**src/rtl/bus_arbiter.sv**
```systemverilog
// bus_arbiter: time-division arbiter for the shared 17-bit RAM bus.
// A 16-cycle frame on clk_sys_i is split into three slots:
//   cycles 0-3   video fetch  (VIDEO_BASE | video_addr_i, read)
//   cycles 4-7   SPI bridge   (IDLE/ACCESS/DONE four-phase handshake)
//   cycles 8-15  CPU access   (cpu_en_o pulses in cycle 15)
// Ports:
//   clk_sys_i, rst_ni              16 MHz clock, async active-low reset
//   spi_addr_i/data_i/rw_ni/valid_i bridge request in
//   spi_data_o, spi_ready_o         bridge read data / completion
//   cpu_addr_i, cpu_rw_ni, cpu_en_o CPU address, direction, clock enable
//   video_addr_i, video_data_o, video_strobe_o  video fetch
//   ram_addr_o, ram_data_i, ram_oe_no, ram_we_no, ram_data_oe_o  RAM bus
//   cycle_o                         frame cycle counter
// Every output is registered; the value shown in cycle N is computed
// from the counter's next value at the edge ending cycle N-1.
module bus_arbiter #(
  parameter logic [16:0] VIDEO_BASE = 17'h08000,
  parameter int unsigned VIDEO_AW   = 10
) (
  input  logic                clk_sys_i,
  input  logic                rst_ni,
  input  logic [16:0]         spi_addr_i,
  input  logic [7:0]          spi_data_i,
  input  logic                spi_rw_ni,
  input  logic                spi_valid_i,
  output logic [7:0]          spi_data_o,
  output logic                spi_ready_o,
  input  logic [16:0]         cpu_addr_i,
  input  logic                cpu_rw_ni,
  output logic                cpu_en_o,
  input  logic [VIDEO_AW-1:0] video_addr_i,
  output logic [7:0]          video_data_o,
  output logic                video_strobe_o,
  output logic [16:0]         ram_addr_o,
  input  logic [7:0]          ram_data_i,
  output logic                ram_oe_no,
  output logic                ram_we_no,
  output logic                ram_data_oe_o,
  output logic [3:0]          cycle_o
);

  typedef enum logic [1:0] {
    S_IDLE,
    S_ACCESS,
    S_DONE
  } spi_state_t;

  spi_state_t  r_state, w_state_nxt;
  logic [3:0]  r_cycle, w_cyc_nxt;
  logic [16:0] r_spi_addr, w_spi_addr_nxt;
  logic        r_spi_rd, w_spi_rd_nxt;

  logic [16:0] r_ram_addr, w_ram_addr;
  logic        r_oe_n, w_oe_n;
  logic        r_we_n, w_we_n;
  logic        r_data_oe, w_data_oe;
  logic        r_cpu_en, r_spi_ready, r_video_strobe;
  logic [7:0]  r_spi_data, r_video_data;

  // Bridge write data reaches the RAM through the external data mux;
  // the arbiter only decides when it is driven.
  logic w_unused_wdata;
  assign w_unused_wdata = ^spi_data_i;

  // SPI FSM next state; requests are only taken at the edge ending cycle 3.
  always_comb begin
    w_cyc_nxt      = r_cycle + 4'd1;
    w_state_nxt    = r_state;
    w_spi_addr_nxt = r_spi_addr;
    w_spi_rd_nxt   = r_spi_rd;
    unique case (r_state)
      S_IDLE: begin
        if (r_cycle == 4'd3 && spi_valid_i) begin
          w_state_nxt    = S_ACCESS;
          w_spi_addr_nxt = spi_addr_i;
          w_spi_rd_nxt   = spi_rw_ni;
        end
      end
      S_ACCESS: begin
        if (r_cycle == 4'd7) w_state_nxt = S_DONE;
      end
      S_DONE: begin
        if (!spi_valid_i) w_state_nxt = S_IDLE;
      end
      default: w_state_nxt = S_IDLE;
    endcase
  end

  // Bus strobes for the upcoming cycle, selected by slot.
  always_comb begin
    w_ram_addr = r_ram_addr;
    w_oe_n     = 1'b1;
    w_we_n     = 1'b1;
    w_data_oe  = 1'b0;
    if (w_cyc_nxt <= 4'd3) begin
      w_ram_addr = VIDEO_BASE | 17'(video_addr_i);
      w_oe_n     = 1'b0;
    end else if (w_cyc_nxt <= 4'd7) begin
      // Idle slot still presents the last latched bridge address.
      w_ram_addr = w_spi_addr_nxt;
      if (w_state_nxt == S_ACCESS) begin
        if (w_spi_rd_nxt) begin
          w_oe_n = 1'b0;
        end else begin
          w_data_oe = 1'b1;
          w_we_n    = !(w_cyc_nxt == 4'd5 || w_cyc_nxt == 4'd6);
        end
      end
    end else begin
      w_ram_addr = cpu_addr_i;
      if (cpu_rw_ni) begin
        w_oe_n = 1'b0;
      end else begin
        w_data_oe = 1'b1;
        w_we_n    = !(w_cyc_nxt >= 4'd10 && w_cyc_nxt <= 4'd14);
      end
    end
  end

  always_ff @(posedge clk_sys_i or negedge rst_ni) begin
    if (!rst_ni) begin
      r_cycle        <= '0;
      r_state        <= S_IDLE;
      r_spi_addr     <= '0;
      r_spi_rd       <= 1'b1;
      r_ram_addr     <= '0;
      r_oe_n         <= 1'b1;
      r_we_n         <= 1'b1;
      r_data_oe      <= 1'b0;
      r_cpu_en       <= 1'b0;
      r_spi_ready    <= 1'b0;
      r_video_strobe <= 1'b0;
      r_spi_data     <= '0;
      r_video_data   <= '0;
    end else begin
      r_cycle        <= w_cyc_nxt;
      r_state        <= w_state_nxt;
      r_spi_addr     <= w_spi_addr_nxt;
      r_spi_rd       <= w_spi_rd_nxt;
      r_ram_addr     <= w_ram_addr;
      r_oe_n         <= w_oe_n;
      r_we_n         <= w_we_n;
      r_data_oe      <= w_data_oe;
      r_cpu_en       <= (w_cyc_nxt == 4'd15);
      r_spi_ready    <= (w_state_nxt == S_DONE);
      r_video_strobe <= (w_cyc_nxt == 4'd4);
      if (r_cycle == 4'd3) r_video_data <= ram_data_i;
      if (r_state == S_ACCESS && r_cycle == 4'd7 && r_spi_rd) r_spi_data <= ram_data_i;
    end
  end

  assign cycle_o        = r_cycle;
  assign ram_addr_o     = r_ram_addr;
  assign ram_oe_no      = r_oe_n;
  assign ram_we_no      = r_we_n;
  assign ram_data_oe_o  = r_data_oe;
  assign cpu_en_o       = r_cpu_en;
  assign spi_ready_o    = r_spi_ready;
  assign spi_data_o     = r_spi_data;
  assign video_strobe_o = r_video_strobe;
  assign video_data_o   = r_video_data;

endmodule
```
**config.mk**
```make
export PLATFORM = sky130hd
export DESIGN_NAME = bus_arbiter
export DESIGN_NICKNAME = d
export VERILOG_FILES = /design/src/rtl/bus_arbiter.sv
export SDC_FILE = /design/constraint.sdc
export NUM_CORES = 1
export LEC_CHECK = 0
export BUFFER_PORTS_ARGS = -buffer_cell sky130_fd_sc_hd__buf_2
export CAP_MARGIN = 20
export CORE_UTILIZATION = 51
export CTS_CLUSTER_SIZE = 10
export DETAILED_ROUTE_END_ITERATION = 12
export GPL_TIMING_DRIVEN = 0
export PLACE_DENSITY = 0.83
export SYNTH_ARGS = -nofsm -noshare
export SYNTH_HDL_FRONTEND = slang
export SYNTH_SLANG_ARGS = --single-unit
```
**constraint.sdc**
```tcl
create_clock -name clk_sys_i -period 3.96 [get_ports clk_sys_i]
set_input_delay 0.198 -clock clk_sys_i [delete_from_list [all_inputs] [get_ports clk_sys_i]]
set_output_delay 0.198 -clock clk_sys_i [all_outputs]
set_load 0.01 [all_outputs]
```
# Yosys cells after proc, flatten, opt, wreduce, memory -nomap -nowiden

Index checks and enable logic that the tools add are counted.

Input port bits: 65
Bits in registers: 63
Output and inout bits: 43
Word-level logic and storage cells: 59

Reductions and logical operators: 8
Order comparisons: 4
Eq/ne operators: 10
Add/sub/neg operators: 1
Muxes and demuxes: 23

Operator list:

| cell                | number |
|---|---|
| $mux 17             | 4 |
| $eq 4x3->1 const B  | 4 |
| $mux 1              | 15 |
| $mux 2              | 3 |
| $pmux 2 s3          | 1 |
| $add 4x1->4 const B | 1 |
| $eq 2x1->1 const B  | 2 |
| $eq 2x2->1 const B  | 2 |
| $eq 4x2->1 const B  | 1 |
| $eq 4x4->1 const B  | 1 |
| $ge 4x4->1 const B  | 1 |
| $le 4x2->1 const B  | 1 |
| $le 4x3->1 const B  | 1 |
| $le 4x4->1 const B  | 1 |
| $logic_and 1x1->1   | 4 |
| $logic_not 1->1     | 2 |
| $logic_not 2->1     | 1 |
| $logic_or 1x1->1    | 1 |

# Longest topological paths before layout

Gate-level depths: netlist of the first run.

Word-level depth: 8
Depth in mapped cells: 7
Depth with buffers taken out: 6

# Least setup slack after synthesis of the first run

No wires, ideal clock.

Kind: flip-flop to flip-flop
Start: reg r_cycle[0], in the netlist cycle_o[0]
End: reg r_ram_addr[4], in the netlist ram_addr_o[4]
Data required time: 3836 ps
Path buffers: 2
Setup time: 124 ps
Period minus slack after synthesis: 2218 ps
Cell stages (with the launch flop): 8
Setup slack: 1742 ps
Data arrival time: 2094 ps
Cells stage by stage: dfrtp_1 -> ha_1 -> nand2b_4 -> or4_4 -> buf_6 -> buf_6 -> mux2_4 -> a211o_1

Word-level cells in the longest chain between the ends: 6
Elaborated cells on any way between the ends: 9
Classes of those cells: 1 x add/sub; 2 x order compare; 1 x eq/ne; 4 x mux; 1 x reduce/logical

Ends and longest elaborated chain:

| element                  | line | source |
|---|---|---|
| start: declaration       | 49   | `logic [3:0] r_cycle, w_cyc_nxt;` |
| start signal: assignment | 136  | `r_cycle <= w_cyc_nxt;` |
| $eq 4x2->1               | 73   | `if (r_cycle == 4'd3 && spi_valid_i) begin` |
| $logic_and 1x1->1        | 73   |  |
| $mux 17                  | 73   |  |
| $mux 17                  | 71   | `unique case (r_state)` |
| net w_spi_addr_nxt[4]    | 50   | `logic [16:0] r_spi_addr, w_spi_addr_nxt;` |
| $mux 17                  | 98   | `end else if (w_cyc_nxt <= 4'd7) begin` |
| $mux 17                  | 95   | `if (w_cyc_nxt <= 4'd3) begin` |
| net w_ram_addr[4]        | 53   | `logic [16:0] r_ram_addr, w_ram_addr;` |
| end signal: assignment   | 140  | `r_ram_addr <= w_ram_addr;` |
| end: declaration         | 53   |  |

The timed path passes the listed nets, and every way through them passes these cells.
A chain may end at the register's enable or synchronous reset.

# Final worst setup path of the first run

Start: reg r_cycle[2], in the netlist cycle_o[2]
End: reg r_we_n, in the netlist ram_we_no

Word-level cells in the longest chain between the ends: 8
Elaborated cells on any way between the ends: 25
Classes of those cells: 1 x add/sub; 4 x order compare; 5 x eq/ne; 10 x mux; 5 x reduce/logical

Ends and longest elaborated chain:

| element                                             | line | source |
|---|---|---|
| branches (longest 7 deep; another with $add 4x1->4) | --   |  |
| $mux 1 (*)                                          | 95   |  |
| net w_we_n                                          | 55   | `logic r_we_n, w_we_n;` |
| end signal: assignment                              | 142  | `r_we_n <= w_we_n;` |
| end: declaration                                    | 55   |  |

Mark *: on every way through the listed nets, which the timed path passes.

==> results of run 1 <==
-- state kept, by name, summed over array words and instances (netlist names) --
| signal | count |
|---|---|
| ram_addr_o | 17 |
| cycle_o | 4 |
| r_state | 2 |
| spi_ready_o | 1 |
| cpu_en_o | 1 |
| video_data_o | 8 |
| r_spi_rd | 1 |
| ram_data_oe_o | 1 |
| r_spi_addr | 17 |
| spi_data_o | 8 |
| video_strobe_o | 1 |
| ram_we_no | 1 |
| ram_oe_no | 1 |
-- cells by family (layout without fill, tap and decap cells) --
group                      after synthesis  after routing  synth area share
DFF                                     63             63             0.622
and+or+nand+nor                         39             39            0.0936
buffers and inverters                   13            130            0.0251
adders and majority gates                4              4            0.0197
AOI/OAI and AO/OA                       23             23            0.0793
muxes                                   34             34             0.153
xor gates and xnor gates                 2              2           0.00690
-- cell type report --
cell class	count	area, sq um
repair buffers	101	526
multi-input cells	102	896
clock inverters	3	40.0
plain buffers	7	41.3
fillers	391	1400
inverters	6	22.5
clock buffers	13	169
flip-flops and latches	63	1580
well taps	67	83.8
-- timing repair --
| action | 4_1_cts | 5_1_grt |
|---|---|---|
| hold buffers | 1 | 0 |
| gates resized for setup | 0 | 0 |
| setup endpoints to repair | 0 | 0 |
| endpoints found under the hold margin | 27 | 0 |
-- layer usage --
metal  up-vias  GRT usage  wire length, um  share of wire
met3        11     0.0525              200          0.038
met1       900      0.270             2230           0.42
li1        857          -                -              -
met4         0      0.126              119          0.022
met2        55      0.376             2750           0.52
met5         -          0                0              0
-- worst register-to-register path, delay by kind of cell, from the launching register on --
family	cells	cell delay, ns
compound gates	1	0.20
flops	1	0.45
buf+inv	2	0.59
xor+xnor	1	0.36
simple gates	2	0.71
-- worst max-delay path by stage --
stage	start	to	slack [ns]	depth (start not counted)
global placement	cycle_o[2]	ram_we_no	1.58	6
global route	cycle_o[2]	ram_we_no	1.26	6
finish	cycle_o[2]	ram_we_no	1.55	6
detailed placement	cycle_o[2]	ram_we_no	1.59	6
floorplan	cycle_o[0]	ram_addr_o[4]	1.74	7
CTS	cycle_o[2]	ram_we_no	1.59	6
-- placed cells by master (no fill, tap or decap), drive strengths merged, types with 3 or more instances in the layout --
cell type | Yosys | layout
buf | 2 | 102
dfrtp | 60 | 60
mux2 | 33 | 33
clkbuf | 5 | 18
and3 | 12 | 12
a211o | 11 | 11
and2 | 10 | 10
inv | 6 | 6
a22o | 6 | 6
ha | 4 | 4
nor2 | 3 | 3
nand2 | 3 | 3
nor3 | 3 | 3
a31o | 3 | 3
dfstp | 3 | 3
-- power breakdown --
part           internal (mW)  switching (mW)
combinational         0.0633          0.0537
clock                  0.340           0.232
sequential             0.680          0.0116
-- stage by stage --
step           setup slack, ns   util  hold slack, ns
2_1_floorplan             1.74      -         -0.0976
3_3_place_gp              1.58  0.656           0.421
3_5_place_dp              1.59  0.660           0.256
4_1_cts                   1.59  0.706          0.0761
5_1_grt                   1.26  0.706          0.0829
6_report                  1.55  0.706          0.0871
==> impl_metrics.ini, run 1 <==
[run_status]
status = finished, final reports clean

[power]
p_leak_nw = 1.77
total_power_mw = 1.38
ir_drop_v = 0.000262
power_density_mw_per_mm2 = 411

[critical_path]
critPathArrivalTime_ns = 2.63
path_cells = nand3_1 -> xor2_1 -> inv_1 -> nor2_1 -> clkbuf_1 -> a41oi_1
critical_path.slowest_cell = nor2_1
required_ns = 4.18
r2r_cells = 6
max_stage_delay_ns = 0.58
rrSetupSlack_ns = 1.55
regToRegStartpoint = cycle_o[2]
cp_top_family = simple AND/OR/NAND/NOR gates
worstSetupPathType = reg2reg
end_kind = flop
cp-start-kind = flop
critPathMaxFanout = 10
timing.rr.end = ram_we_no
crit_buf_inv = 2

[hold_path]
hold_path.class = in2reg
hp-start = cpu_addr_i[10]
holdPathEnd = ram_addr_o[10]
min_delay_path_depth = 2

[floorplan]
start_util = 0.534
core_area_sq_mm = 0.00475
fp.dieW_um = 72.6
die_area_sq_mm = 0.00527
rows = 25
io_pins = 108
die_y_um = 72.6

[routing]
drt_iter0_markers = 72
drc_errors = 0
drt-total-wl_um = 5300
num_vias = 1823
wl_per_cell_um = 14.6
postRouteAntennaNets = 0
dr.pass1.iters = 4
via_per_inst = 5.04

[placement]
gp_congestion = 0.796
dp.cells = 345
dpl_cell_area_sq_mm = 0.00314
portBuffers = 99
dp.final_hpwl_um = 3830

[yosys]
yosys-top-cells-count = dfrtp_1 (60), mux2_2 (31), and3_1 (12)
ys_async_sr_fraction = 1.00
syn_nets = 247
netlist.area_leader.share = 0.591
yosys_warnings = 0
synth_cells = 178
syn_area_per_cell_sq_um = 14.3
synth_seq_cells = 63
synth_area_leaders = dfrtp_1 (59%), mux2_2 (14%), a211o_1 (3.8%)
ys.flop_type = dfrtp_1
synth_most_common_cell = dfrtp_1
syn-cell-area_sq_mm = 0.00254
seq_area_frac_synth = 0.622
ys_types = 30
synth_area_leader_cell = dfrtp_1
synth-edff-count = 0

[clocking]
clock_path_buffers = 2
path_clk_slew_ns = 0.07
h-tree-depth = 3
clock_sinks = 63
clock_latency_ns = 0.33
numCtsBuffers = 9
tritoncts = done
cts_setup_buffers = 0
root_buffer = clkbuf_8

[timing]
tightest_slew_ns = 0.754
skew_ns = 0.0119
setup_viol = 0
drv_slew = 0
hold_viol_final = 0
rsz0062_at_grt = false
setup_tns_ns = 0
layout_min_cycle_time_ns = 2.41
timing.final.crit_share = 0.609
slew_headroom = 0.495
max_freq_ghz = 0.415

[finish]
fin_nets = 359
final_cells = 362
area_delta_synth_final_pct = 32.2
drive_above_1_share = 0.539
fin_area_sq_mm = 0.00336
diodes = 0

[grt]
grt_pass1_wl_um = 8730
first_global_vias = 1932
grt_max_degree = 37
antenna_found_initial = 0
grt_usage = 0.225
grt_overflow = 0

[job]
cap_violations = 0
(Power assumes the default switching activity.)
==> run 2, diff against run 1 <==
Settings changed: CORE_UTILIZATION 51 to 47, PLACE_DENSITY 0.83 to 0.77.
Clock period 3.96 ns to 2.4 ns, I/O delays scaled along.
==> impl_metrics.ini, run 2 (synthesized netlist as in run 1, its figures left out) <==
[critical_path]
regToRegStartpoint = cycle_o[0]
critPathArrivalTime_ns = 2.52
critPathMaxFanout = 10
crit_path_end = ram_addr_o[4]
cp-start-kind = flop
timing.rr.end = ram_addr_o[4]
end_kind = flop
worstSetupPathType = reg2reg
r2r_cells = 7
required_ns = 2.62
rrSetupSlack_ns = 0.1
startpoint = cycle_o[0]

[power]
intPower_mw = 1.87
pwr-share-clk = 0.438
power.share.sequential = 0.480
p_sw_frac = 0.213
power_density_mw_per_mm2 = 698
comb_power_share = 0.082
p_leak_nw = 1.79
ir_drop_v = 0.000419
switchingPower_mw = 0.506

[clocking]
cts_setup_buffers = 0
clock_latency_ns = 0.34
tritoncts = done
numCtsBuffers = 9
root_buffer = clkbuf_8
h-tree-depth = 3
path_clk_slew_ns = 0.07
clock_sinks = 63
clock_path_buffers = 2

[routing]
drt_iter0_markers = 51
wl_per_cell_um = 15.2
drc_errors = 0
dr.pass1.iters = 4
via_per_inst = 5.02
postRouteAntennaNets = 0
num_vias = 1841
drt-total-wl_um = 5590

[placement]
dp.final_hpwl_um = 3910
portBuffers = 99
gp_congestion = 0.757
dpl_cell_area_sq_mm = 0.00314

[grt]
met2_usage = 0.346
grt_pass1_wl_um = 8450
met1_usage = 0.253
grt.busiest_layer = met2
grt_overflow = 0
antenna_found_initial = 0
grt_use_met3 = 0.0622
grt_max_degree = 34
grt_usage = 0.210
first_global_vias = 1760

[timing]
layout_min_cycle_time_ns = 2.30
slew_headroom = 0.484
rsz0062_at_grt = false
setup_viol = 0
tightest_slew_ns = 0.773
skew_ns = 0.0113
drv_slew = 0
max_freq_ghz = 0.435
hold_viol_final = 0
timing.final.crit_share = 0.959

[floorplan]
start_util = 0.494
fp.dieW_um = 75.5
die_area_sq_mm = 0.00570
core_area_sq_mm = 0.00514
io_pins = 108
die_y_um = 75.5
rows = 26

[job]
cap_violations = 0

[finish]
layout_commonest_cell = buf_2
fin_area_sq_mm = 0.00340
n_fill_cell = 433
final_util = 0.662
area_delta_synth_final_pct = 33.9
fin_nets = 361
mostFrequentLayoutCells = buf_2 (99), dfrtp_1 (60), mux2_2 (31)
diodes = 0
drive_above_1_share = 0.539

[hold_path]
hold_path.class = in2reg

[run_status]
status = finished, final reports clean
==> run 2: metrics by stage <==
stage	setup TNS [ns]	power (mW)	setup slack [ns]	cells	hold slack [ns]
2_1_floorplan	0	1.24	0.182	178	-0.176
3_3_place_gp	0	1.34	0.0507	347	0.344
3_5_place_dp	-0.0182	1.36	-0.0182	348	0.238
4_1_cts	0	2.40	0.101	367	0.00383
5_1_grt	0	2.46	0.0156	367	0.00936
6_report	0	2.37	0.0992	367	0.0102
==> run 2: timing repair <==
item / 4_1_cts / 5_1_grt
pin swaps: 0 / 0
hold buffers: 3 / 0
setup endpoints to repair: 2 / 2
hold endpoints to repair: 34 / 0
gates resized for setup: 1 / 2
==> run 2: worst min path at each step <==
stage                    from        endpoint  cells past startpoint
2_1_floorplan          rst_ni        cpu_en_o                      0
3_3_place_gp   cpu_addr_i[11]  ram_addr_o[11]                      2
3_5_place_dp           rst_ni   r_spi_addr[0]                      1
4_1_cts        cpu_addr_i[16]  ram_addr_o[16]                      2
5_1_grt        cpu_addr_i[16]  ram_addr_o[16]                      2
6_report       cpu_addr_i[16]  ram_addr_o[16]                      2
==> run 2: worst max-delay path: stages, from the launching register on <==
cell      delay [ns]
dfrtp_1         0.43
ha_1            0.29
nand2b_4        0.08
or4_4           0.48
buf_6           0.16
buf_6           0.15
mux2_4          0.31
a211o_1         0.29
==> run 2: area by class of cell <==
class	instances	area, sq um	area share
plain buffers	7	42.5	0.0125
clock buffers	13	159	0.0467
clock inverters	3	65.1	0.0191
inverters	6	22.5	0.00662
multi-input cells	102	898	0.264
flip-flops and latches	63	1580	0.465
well taps	70	87.6	0.0258
repair buffers	103	546	0.160
==> run 2: metal layers <==
metal  vias up  routed length, um
met2        56               2870
li1        864                  -
met5         -                  0
met1       913               2380
met3         8                240
met4         0                 89
==> run 2: power groups by stage <==
stage,Sequential (mW),Clock (mW),Combinational (mW)
finish,1.14,1.04,0.195
floorplan,1.17,0,0.0642
global route,1.15,1.10,0.217
CTS,1.14,1.06,0.198
global placement,1.16,0,0.184
detailed placement,1.16,0,0.194
==> run 3, diff against run 2 <==
Settings changed: CORE_ASPECT_RATIO set to 0.7, RECOVER_POWER set to 25.
==> impl_metrics.ini, run 3 (synthesized netlist as in run 1, its figures left out) <==
[placement]
dp.final_hpwl_um = 4140
dpl_cell_area_sq_mm = 0.00314
gp_congestion = 0.767
portBuffers = 99

[grt]
met2_usage = 0.361
grt_pass1_wl_um = 9500
antenna_found_initial = 0
grt_max_degree = 39
first_global_vias = 1963
grt_use_met3 = 0.0821
grt_overflow = 0
met1_usage = 0.279
grt.busiest_layer = met2
grt_usage = 0.222

[critical_path]
critPathArrivalTime_ns = 2.51
cp-start-kind = flop
required_ns = 2.63
critPathMaxFanout = 10
worstSetupPathType = reg2reg
end_kind = flop

[clocking]
clock_path_buffers = 2
h-tree-depth = 3
clock_latency_ns = 0.34
numCtsBuffers = 9
cts_setup_buffers = 0
tritoncts = done
clock_sinks = 63
root_buffer = clkbuf_8
path_clk_slew_ns = 0.07

[timing]
tightest_slew_ns = 0.871
timing.final.crit_share = 0.950
rsz0062_at_grt = false
slew_headroom = 0.419
max_freq_ghz = 0.438
layout_min_cycle_time_ns = 2.28
setup_viol = 0
hold_viol_final = 0
drv_slew = 0
skew_ns = 0.00630

[routing]
drt-total-wl_um = 5650
dr.pass1.iters = 4
postRouteAntennaNets = 0
num_vias = 1839
wl_per_cell_um = 15.4
drc_errors = 0
via_per_inst = 5.00
drt_iter0_markers = 43

[finish]
layout_commonest_cell = dfrtp_1
fin_area_sq_mm = 0.00336
final_util = 0.672
drive_above_1_share = 0.408
diodes = 0
mostFrequentLayoutCells = dfrtp_1 (60), buf_2 (59), clkbuf_1 (45)
fin_nets = 363
area_delta_synth_final_pct = 32.2
n_fill_cell = 421
regArea_sq_mm = 0.00158
multi_input_area_sq_um = 901

[run_status]
status = finished, final reports clean

[floorplan]
fp.dieW_um = 89.9
io_pins = 108
start_util = 0.509
die_y_um = 63.5
core_area_sq_mm = 0.00499
rows = 21
die_area_sq_mm = 0.00571

[hold_path]
hold_path.class = in2reg

[power]
total_power_mw = 2.27
power_density_mw_per_mm2 = 676
ir_drop_v = 0.000379
p_leak_nw = 1.66

[job]
cap_violations = 0
run 3: report_power, final:
group | switching (mW) | internal (mW)
logic | 0.0903 | 0.0998
registers | 0.0215 | 1.12
clock network | 0.375 | 0.561
total | 0.487 | 1.78
run 3: final cells by class:
cell class / instances / share of cell area
sequential: 63 / 0.471
multi-input combinational: 102 / 0.268
timing repair buffer: 105 / 0.154
clock buffer: 13 / 0.0503
tap: 69 / 0.0257
buffer: 7 / 0.0127
clock inverter: 3 / 0.0119
inverter: 6 / 0.00671
run 3: timing repair:
item,4_1_cts,5_1_grt
hold endpoints to repair,41,0
gates resized for setup,1,3
hold buffers,5,0
gates cloned,0,0
setup endpoints to repair,10,10
run 3: final timing paths:
| kind | start | end | slack, ns | depth (start not counted) |
|---|---|---|---|---|
| min in group asynchronous | rst_ni | r_spi_addr[7] | 0.46 | 2 |
| min reg2reg | r_spi_addr[13] | r_spi_addr[13] | 0.50 | 1 |
| max | cycle_o[1] | ram_addr_o[4] | 0.12 | 7 |
| max reg2reg | cycle_o[1] | ram_addr_o[4] | 0.12 | 7 |
| max in group asynchronous | rst_ni | ram_we_no | 1.24 | 3 |
| min | cpu_addr_i[11] | ram_addr_o[11] | 0.02 | 2 |
run 3: per-stage QoR:
stage          setup WS [ns]  setup TNS (ns)  std cells  hold WS (ns)
2_1_floorplan          0.182               0        178        -0.176
3_3_place_gp         -0.0378         -0.0502        346         0.351
3_5_place_dp         -0.0439         -0.0840        347         0.283
4_1_cts               0.0831               0        368       0.00220
5_1_grt               0.0242               0        368       0.00782
6_report               0.119               0        368        0.0200
run 3: worst max-delay path, cell delays in order (launching register included):
cell      delay [ns]
dfrtp_1         0.44
ha_2            0.28
nand2b_4        0.07
or4_4           0.47
buf_6           0.16
buf_6           0.16
mux2_4          0.31
a211o_1         0.28
run 3: layer usage:
| metal | wire length, um | part of all wire | vias to the layer above |
|---|---|---|---|
| li1 | - | - | 866 |
| met1 | 2510 | 0.44 | 915 |
| met2 | 2780 | 0.49 | 52 |
| met3 | 297 | 0.053 | 6 |
| met4 | 67 | 0.012 | 0 |
| met5 | 0 | 0 | - |
